$ cat config.mk
export PLATFORM = sky130hd
export DESIGN_NAME = hs_lane_sequencer
export DESIGN_NICKNAME = d
export VERILOG_FILES = /design/src/rtl/hs_lane_sequencer.sv
export SDC_FILE = /design/constraint.sdc
export NUM_CORES = 1
export LEC_CHECK = 0
export BUFFER_PORTS_ARGS = -buffer_cell sky130_fd_sc_hd__buf_4
export CORE_MARGIN = 4
export CORE_UTILIZATION = 50
export CTS_BUF_LIST = sky130_fd_sc_hd__clkbuf_8 sky130_fd_sc_hd__clkbuf_16
export DETAILED_ROUTE_END_ITERATION = 8
export PLACE_DENSITY = 0.74
export SLEW_MARGIN = 0
export SYNTH_ARGS = -nofsm -noshare
export SYNTH_HDL_FRONTEND = slang
export SYNTH_SLANG_ARGS = --single-unit
$ cat constraint.sdc
create_clock -name TX_DDR_clk -period 4.6 [get_ports TX_DDR_clk]
set_input_delay 0.46 -clock TX_DDR_clk [delete_from_list [all_inputs] [get_ports TX_DDR_clk]]
set_output_delay 0.46 -clock TX_DDR_clk [all_outputs]
set_load 0.01 [all_outputs]
$ cat src/rtl/hs_lane_sequencer.sv
// Multi-lane D-PHY HS transmit sequencer: drives the LP-11/01/00 entry, HS-zero,
// sync byte, LSB-first payload, trail and exit as two bits per lane per DDR clock.
module hs_lane_sequencer #(
    parameter int unsigned LANES        = 2,
    parameter int unsigned LPX_CYC      = 4,
    parameter int unsigned HS_PREP_CYC  = 4,
    parameter int unsigned HS_ZERO_CYC  = 12,
    parameter int unsigned HS_TRAIL_CYC = 6,
    parameter int unsigned HS_EXIT_CYC  = 8
) (
    input  logic                 TX_DDR_clk,
    input  logic                 TX_rst,
    input  logic                 TX_request_HS,
    input  logic [8*LANES-1:0]   TX_data,
    input  logic                 TX_valid,
    output logic                 TX_ready,
    output logic [LANES-1:0]     Serial_B1,
    output logic [LANES-1:0]     Serial_B2,
    output logic                 HS_Enable,
    output logic [LANES-1:0]     LP_Dp,
    output logic [LANES-1:0]     LP_Dn,
    output logic                 Stop_state,
    output logic                 Underrun
);

    localparam int unsigned MAX_AB   = (LPX_CYC > HS_PREP_CYC) ? LPX_CYC : HS_PREP_CYC;
    localparam int unsigned MAX_CD   = (HS_ZERO_CYC > HS_TRAIL_CYC) ? HS_ZERO_CYC : HS_TRAIL_CYC;
    localparam int unsigned MAX_ABCD = (MAX_AB > MAX_CD) ? MAX_AB : MAX_CD;
    localparam int unsigned MAX_CYC  = (MAX_ABCD > HS_EXIT_CYC) ? MAX_ABCD : HS_EXIT_CYC;
    localparam int unsigned CNT_W    = (MAX_CYC > 1) ? $clog2(MAX_CYC) : 1;
    localparam logic [7:0]  SYNC_BYTE = 8'hB8;

    typedef enum logic [2:0] {
        ST_IDLE,
        ST_LP01,
        ST_LP00,
        ST_HS_ZERO,
        ST_SYNC,
        ST_DATA,
        ST_TRAIL,
        ST_EXIT
    } state_t;

    state_t                  state_q, state_d;
    logic [CNT_W-1:0]        cnt_q, cnt_d;
    logic [1:0]              phase_q, phase_d;
    logic [LANES-1:0][7:0]   sr_q, sr_d;
    logic [LANES-1:0]        b1_q, b1_d, b2_q, b2_d;
    logic [LANES-1:0]        lpp_q, lpp_d, lpn_q, lpn_d;
    logic                    hs_q, hs_d;
    logic                    ready_q, ready_d;
    logic                    stop_q, stop_d;
    logic                    und_q, und_d;
    logic                    load;
    logic [LANES-1:0][7:0]   new_byte;

    // State, counters, shift registers and registered outputs
    always_ff @(posedge TX_DDR_clk) begin
        if (TX_rst) begin
            state_q <= ST_IDLE;
            cnt_q   <= '0;
            phase_q <= '0;
            sr_q    <= '0;
            b1_q    <= '0;
            b2_q    <= '0;
            lpp_q   <= '1;
            lpn_q   <= '1;
            hs_q    <= 1'b0;
            ready_q <= 1'b0;
            stop_q  <= 1'b1;
            und_q   <= 1'b0;
        end else begin
            state_q <= state_d;
            cnt_q   <= cnt_d;
            phase_q <= phase_d;
            sr_q    <= sr_d;
            b1_q    <= b1_d;
            b2_q    <= b2_d;
            lpp_q   <= lpp_d;
            lpn_q   <= lpn_d;
            hs_q    <= hs_d;
            ready_q <= ready_d;
            stop_q  <= stop_d;
            und_q   <= und_d;
        end
    end

    // Next state plus the outputs that the next state will present
    always_comb begin
        state_d  = state_q;
        cnt_d    = cnt_q;
        phase_d  = phase_q;
        sr_d     = sr_q;
        b1_d     = '0;
        b2_d     = '0;
        und_d    = 1'b0;
        load     = 1'b0;
        new_byte = TX_data;

        case (state_q)
            ST_IDLE: begin
                if (TX_request_HS) begin
                    state_d = ST_LP01;
                    cnt_d   = CNT_W'(LPX_CYC - 1);
                end
            end
            ST_LP01: begin
                if (!TX_request_HS) begin
                    state_d = ST_IDLE;
                end else if (cnt_q == '0) begin
                    state_d = ST_LP00;
                    cnt_d   = CNT_W'(HS_PREP_CYC - 1);
                end else begin
                    cnt_d = cnt_q - CNT_W'(1);
                end
            end
            ST_LP00: begin
                if (!TX_request_HS) begin
                    state_d = ST_IDLE;
                end else if (cnt_q == '0) begin
                    state_d = ST_HS_ZERO;
                    cnt_d   = CNT_W'(HS_ZERO_CYC - 1);
                end else begin
                    cnt_d = cnt_q - CNT_W'(1);
                end
            end
            ST_HS_ZERO: begin
                if (cnt_q == '0) begin
                    state_d  = ST_SYNC;
                    phase_d  = 2'd0;
                    load     = 1'b1;
                    new_byte = {LANES{SYNC_BYTE}};
                end else begin
                    cnt_d = cnt_q - CNT_W'(1);
                end
            end
            ST_SYNC, ST_DATA: begin
                if (phase_q == 2'd3) begin
                    if (TX_request_HS && TX_valid) begin
                        state_d = ST_DATA;
                        phase_d = 2'd0;
                        load    = 1'b1;
                    end else begin
                        state_d = ST_TRAIL;
                        cnt_d   = CNT_W'(HS_TRAIL_CYC - 1);
                        und_d   = TX_request_HS;
                    end
                end else begin
                    phase_d = phase_q + 2'd1;
                end
            end
            ST_TRAIL: begin
                if (cnt_q == '0) begin
                    state_d = ST_EXIT;
                    cnt_d   = CNT_W'(HS_EXIT_CYC - 1);
                end else begin
                    cnt_d = cnt_q - CNT_W'(1);
                end
            end
            ST_EXIT: begin
                if (cnt_q == '0) begin
                    state_d = ST_IDLE;
                end else begin
                    cnt_d = cnt_q - CNT_W'(1);
                end
            end
            default: state_d = ST_IDLE;
        endcase

        hs_d    = (state_d inside {ST_HS_ZERO, ST_SYNC, ST_DATA, ST_TRAIL});
        lpp_d   = {LANES{(state_d == ST_IDLE) || (state_d == ST_EXIT)}};
        lpn_d   = {LANES{state_d inside {ST_IDLE, ST_EXIT, ST_LP01}}};
        stop_d  = (state_d == ST_IDLE);
        // TX_ready is registered, so it looks ahead to the coming phase-3 cycle
        ready_d = ((state_d == ST_SYNC) || (state_d == ST_DATA)) &&
                  (phase_d == 2'd3) && TX_request_HS;

        if ((state_d == ST_SYNC) || (state_d == ST_DATA)) begin
            for (int unsigned i = 0; i < LANES; i++) begin
                if (load) begin
                    b1_d[i] = new_byte[i][0];
                    b2_d[i] = new_byte[i][1];
                    sr_d[i] = {2'b00, new_byte[i][7:2]};
                end else begin
                    b1_d[i] = sr_q[i][0];
                    b2_d[i] = sr_q[i][1];
                    sr_d[i] = {2'b00, sr_q[i][7:2]};
                end
            end
        end else if (state_d == ST_TRAIL) begin
            // Trail level is fixed on entry as the inverse of the final HS bit
            if (state_q == ST_TRAIL) begin
                b1_d = b1_q;
                b2_d = b2_q;
            end else begin
                b1_d = ~b2_q;
                b2_d = ~b2_q;
            end
        end
    end

    assign TX_ready   = ready_q;
    assign Serial_B1  = b1_q;
    assign Serial_B2  = b2_q;
    assign HS_Enable  = hs_q;
    assign LP_Dp      = lpp_q;
    assign LP_Dn      = lpn_q;
    assign Stop_state = stop_q;
    assign Underrun   = und_q;

endmodule
==> impl_metrics.ini, run 1 <==
[drt]
ant_nets = 0
drt-pass1-iter-count = 4
wirelength_mm = 3.65
drc = 0
wl_per_cell_um = 14.8
num_vias = 1465
drt-initial-drc-count = 157
via_per_inst = 5.96

[sta]
relSlewSlack = 0.375
fin_crit_sh = 0.503
slew_violations = 0
finalSetupViolations = 0
rsz0062_at_grt = no
setup_tns_ns = 0
worstMarginPinSlew_ns = 0.937
min_period_ns = 2.32
finalHoldViolCount = 0
max_freq_mhz = 432
fin_ws_ns = 2.28
clock_skew_ns = 0.00304

[final_layout]
diodes = 0
multi_input_area_um2 = 822
final_net_count = 237
num-fill-cells = 261
ff_latch_area_um2 = 621
area_growth_pct = 20.1
final_area_mm2 = 0.00186
layout-drive-gt1-share = 0.209

[die]
placementRows = 19
start_util = 0.542
fp.dieH_um = 63.6
coreArea_mm2 = 0.00285
io_pins = 32
dieArea_mm2 = 0.00404
die-width_um = 63.6

[clocking]
cts_max_level = 2
worstSkewPairLatency_ns = 0.28
cts_hold_buffers = 0
numCtsBuffers = 5
post_cts_buffers = 0
clockRootBuffer = clkbuf_8
cts_tree = yes
cts-resized-gates = 0
cts_buffer_depth = 2
clk_pin_slew_ns = 0.06
cts_sinks = 31

[placement]
gp_congestion = 0.810
placed_area_mm2 = 0.00176
port_buffers = 31
place_hpwl_mm = 2.62
place_ws_ns = 2.34

[grt]
grt-ovfl-total = 0
antenna_found_initial = 0
grt_pass1_wl_mm = 6.29
track_usage = 0.196
grt_max_degree = 31
grt_pass1_vias = 1445

[critical_path]
startpoint_type = register
startpoint = state_q[2]
timing.rr.start = state_q[2]
cp.arrival_ns = 2.51
timing.rr.end = sr_q[5]
end_kind = register
crit_path_end = sr_q[5]
required_ns = 4.79
r2r_setup_slack_ns = 2.28
reg2regPathDepth = 4
cp_max_fo = 18
crit_type = register to register

[power]
finalPower_w = 0.000568
switching_power_w = 0.000133
power.share.switching = 0.235
clockPowerShare = 0.410
p_int_w = 0.000434
combPwrFrac = 0.102
p_leak_nw = 0.715
power_per_cell_area_mw_per_mm2 = 306
seq_power_share = 0.488
ir_worst_vdd_uv = 233

[logic_synthesis]
synth_top_area_frac = 0.402
synth_seq_cells = 31
yosysWarningCount = 0
synthFlopType = dfxtp_1
synthArstFlopShare = 0
ys_types = 42
netlist_instances = 189
syn-num-nets = 212
syn_avg_cell_area_um2 = 8.18
synth_area_leaders = dfxtp_1 (40%), nor2_1 (7.0%), a211oi_1 (5.3%), a22oi_1 (3.9%), nand2_1 (3.4%)
yosysTopAreaCell = dfxtp_1
synth_edf_count = 0
synth_area_mm2 = 0.00155
ys_seq_area_frac = 0.402

[min_path]
hp-class = input pin to register

[run_status]
status = complete, no violations

[flow_run]
maxCapViolations = 0
[layout by cell type (no fill, tap or decap), types with 2 or more instances in the layout]
master / n
nand2b_1: 5
o21ai_0: 6
buf_4: 31
o221ai_1: 2
a211oi_1: 11
or3_1: 4
nor3_1: 5
ha_1: 3
a221oi_1: 2
inv_1: 12
o22ai_1: 6
dfxtp_1: 31
a21oi_1: 9
nor2_1: 29
a22oi_1: 8
nand2_1: 14
clkbuf_8: 7
nand3_1: 5
o2bb2ai_1: 2
nor2b_1: 2
[worst min path at each step]
stage	startpoint	end	slack [ns]	depth (start not counted)
2_1_floorplan	phase_q[1]	phase_q[1]	0.44	2
3_3_place_gp	phase_q[1]	phase_q[1]	0.46	2
3_5_place_dp	phase_q[1]	phase_q[1]	0.45	2
4_1_cts	TX_valid	Underrun	0.36	2
5_1_grt	TX_valid	Underrun	0.37	2
6_report	TX_valid	Underrun	0.37	2
[cells by family after synthesis]
group	synth area share
simple gates	0.214
compound gates	0.281
flops	0.402
buf+inv	0.0664
fa+ha+maj	0.0316
xor+xnor	0.00567
[cells in the mapped netlist, types with 2 or more instances]
| library cell | n |
|---|---|
| nand3_1 | 5 |
| buf_2 | 4 |
| o22ai_1 | 6 |
| o2bb2ai_1 | 2 |
| dfxtp_1 | 31 |
| nand2b_1 | 5 |
| nor2b_1 | 2 |
| nor2_1 | 29 |
| nor3_1 | 5 |
| or3_1 | 4 |
| a21oi_1 | 9 |
| inv_1 | 11 |
| o221ai_1 | 2 |
| nand2_1 | 14 |
| clkbuf_1 | 7 |
| ha_1 | 3 |
| o21ai_0 | 6 |
| a211oi_1 | 11 |
| buf_4 | 2 |
| a22oi_1 | 8 |
| a221oi_1 | 2 |
[stage by stage]
step | hold slack (ns) | utilization | cells
4_1_cts | 0.358 | 0.650 | 246
3_3_place_gp | 0.458 | 0.615 | 238
3_5_place_dp | 0.453 | 0.615 | 238
5_1_grt | 0.368 | 0.650 | 246
2_1_floorplan | 0.440 | - | 189
6_report | 0.368 | 0.650 | 246
[critical path, stage by stage, from the launching register on]
cell and delay, ns:
dfxtp_1 0.66, nand2b_1 0.20, a21oi_1 0.76, nor2_1 0.26
a221oi_1 0.34
[layout make-up]
cell class | instances | share of cell area
Clock inverter | 1 | 0.00202
Tap cell | 31 | 0.0209
Sequential cell | 31 | 0.334
Clock buffer | 7 | 0.0519
Inverter | 11 | 0.0223
Timing Repair Buffer | 31 | 0.125
Multi-Input combinational cell | 134 | 0.443
[power by group through the flow]
stage               Clock [W]  Sequential (W)  Combinational [W]
floorplan                   0        0.000281          0.0000375
global placement            0        0.000282          0.0000561
detailed placement          0        0.000283          0.0000577
CTS                  0.000238        0.000277          0.0000581
global route         0.000253        0.000277          0.0000643
finish               0.000233        0.000277          0.0000581
[state kept, by name, indices dropped and copies added (netlist names)]
register / flops
Serial_B2: 2
LP_Dn: 1
state_q: 3
HS_Enable: 1
Serial_B1: 2
cnt_q: 4
phase_q: 2
Underrun: 1
sr_q: 12
TX_ready: 1
LP_Dp: 1
Stop_state: 1
[per-layer routing]
layer  wire length, µm  vias to the layer above  track usage  part of all wire
met5                 0                        -            0                 0
met4                55                        0       0.0943             0.015
met3               177                        8       0.0622             0.049
met2              1860                       46        0.329              0.51
met1              1560                      686        0.222              0.43
li1                  -                      725            -                 -
Power figures use the tool's default switching activity.
==> inputs of run 2 (changes only) <==
- ABC_AREA: unset -> 1
- PLACE_DENSITY: 0.74 -> 0.76
- clock period: 4.6 -> 2.1 ns (I/O delays scaled with it)
==> run 2 against run 1 <==
Against the previous run:
- final cell count rose by 28%
- clock-buffer cell count fell by 1
- critical path depth rose by 4
- synthesized area rose by 14%
- global-route usage rose by 0.44 points
- critical path type unchanged
- largest cell class unchanged
==> impl_metrics.ini, run 2 <==
[final_layout]
largestRegisters = sr_q x12, cnt_q x4, state_q x3
final_area_mm2 = 0.00210
diodes = 0
final_net_count = 291
final_core_util = 0.625
layout-drive-gt1-share = 0.275
top_register = sr_q
area_growth_pct = 19.8
final_common_cell = nand2_1
mostFrequentLayoutCells = nand2_1 (55), dfxtp_1 (31), buf_4 (31)
largest_register_ffs = 12

[placement]
placed_area_mm2 = 0.00199
place_hpwl_mm = 2.88
gp_congestion = 0.933
port_buffers = 31

[logic_synthesis]
yosysTopAreaCell = dfxtp_1
synth_edf_count = 0
ys_seq_area_frac = 0.354
syn_avg_cell_area_um2 = 7.38
ys_types = 34
synthFlopType = dfxtp_1
yosysWarningCount = 0
synth_area_mm2 = 0.00176
synthArstFlopShare = 0
synth_area_leaders = dfxtp_1 (35%), nand2_1 (12%), a21oi_1 (5.7%), inv_1 (5.1%), nor2_1 (4.3%)
netlist_instances = 238
syn-num-nets = 261
synth_seq_cells = 31
synth.most_common_cell = nand2_1
synth_top_area_frac = 0.354
ys_top_cells_by_count = nand2_1 (55), dfxtp_1 (31), inv_1 (24)

[clocking]
cts-resized-gates = 0
cts_sinks = 31
cts_hold_buffers = 0
cts_buffer_depth = 2
cts_tree = yes
cts_max_level = 2
post_cts_buffers = 0
numCtsBuffers = 5
clockRootBuffer = clkbuf_8
clk_pin_slew_ns = 0.07
worstSkewPairLatency_ns = 0.28

[min_path]
hp-class = input pin to register
min_from = TX_valid
whs_path_depth = 4

[flow_run]
maxCapViolations = 0

[drt]
drc = 0
via_per_inst = 5.13
num_vias = 1615
wirelength_mm = 3.88
drt-pass1-iter-count = 5
wl_per_cell_um = 12.3
drt-initial-drc-count = 121
ant_nets = 0

[power]
power_per_cell_area_mw_per_mm2 = 653
ir_worst_vdd_uv = 401
p_leak_nw = 0.960

[critical_path]
timing.rr.end = sr_q[9]
timing.rr.start = cnt_q[0]
startpoint = cnt_q[0]
cp_max_fo = 17
max_stage_delay_ns = 0.36
reg2regPathDepth = 8
cp_cell_sequence = inv_1 > ha_1 > nand2_2 > nor2_8 > o21ai_4 > inv_4 > o21ai_0 > a21oi_1
cp.arrival_ns = 2.03
cp_slowest_cell = o21ai_4
required_ns = 2.27
crit_type = register to register
crit_path_end = sr_q[9]
end_kind = register
r2r_setup_slack_ns = 0.24
startpoint_type = register

[grt]
grt-ovfl-total = 0
grt_pass1_wl_mm = 6.88
track_usage = 0.200
grt_max_degree = 20
antenna_found_initial = 0
grt_pass1_vias = 1541

[die]
fp.dieH_um = 67.3
dieArea_mm2 = 0.00452
placementRows = 21
coreArea_mm2 = 0.00336
die-width_um = 67.3
start_util = 0.522
io_pins = 32

[sta]
fin_crit_sh = 0.887
min_period_ns = 1.86
finalHoldViolCount = 0
clock_skew_ns = 0.00529
timing.hold.ws_ns = 0.168
max_freq_mhz = 537
finalSetupViolations = 0
worstMarginPinSlew_ns = 0.486
setup_tns_ns = 0
slew_violations = 0
rsz0062_at_grt = no
relSlewSlack = 0.676

[run_status]
status = complete, no violations
[run 2: stage by stage]
| step | setup WS [ns] | cells | power [W] |
|---|---|---|---|
| final | 0.238 | 315 | 0.00137 |
| after global routing | 0.0419 | 315 | 0.00144 |
| after CTS | 0.270 | 315 | 0.00139 |
| after detailed placement | 0.306 | 307 | 0.000780 |
| after global placement | 0.363 | 307 | 0.000778 |
| after floorplan | 0.549 | 238 | 0.000723 |
[run 2: layout make-up]
type | instances | area, µm²
Clock buffer | 6 | 82.6
Clock inverter | 2 | 35.0
Fill cell | 342 | 1260
Inverter | 30 | 120
Multi-Input combinational cell | 169 | 955
Sequential cell | 31 | 621
Tap cell | 46 | 57.6
Timing Repair Buffer | 31 | 233
[run 2: routing by layer]
layer	part of all wire	wire length (µm)	GRT usage
met1	0.45	1730	0.248
met2	0.49	1880	0.321
met3	0.056	217	0.0666
met4	0.012	48	0.0734
met5	0	0	0
[run 2: worst min-delay path by stage]
stage,slack (ns),end
finish,0.17,Underrun
detailed placement,0.46,sr_q[5]
global route,0.16,Underrun
floorplan,0.33,TX_ready
global placement,0.46,sr_q[13]
CTS,0.16,Underrun
[run 2: kinds of logic after synthesis]
family,synth area share
AND/OR/NAND/NOR,0.337
AO/OA/AOI/OAI,0.175
buffers and inverters,0.103
flip-flops,0.354
adder cells (fa/ha/maj),0.0214
XOR/XNOR,0.00998
[run 2: where the power goes]
group / internal, W / total [W] / switching [W]
Clock: 0.000383 / 0.000605 / 0.000222
Combinational: 0.0000638 / 0.000157 / 0.0000931
Sequential: 0.000601 / 0.000612 / 0.0000106
[run 2: critical path, delay by kind of cell (launching register included)]
kind,cells,cell delay [ns]
buf+inv,2,0.23
compound gates,3,0.63
flops,1,0.35
fa+ha+maj,1,0.25
simple gates,2,0.29
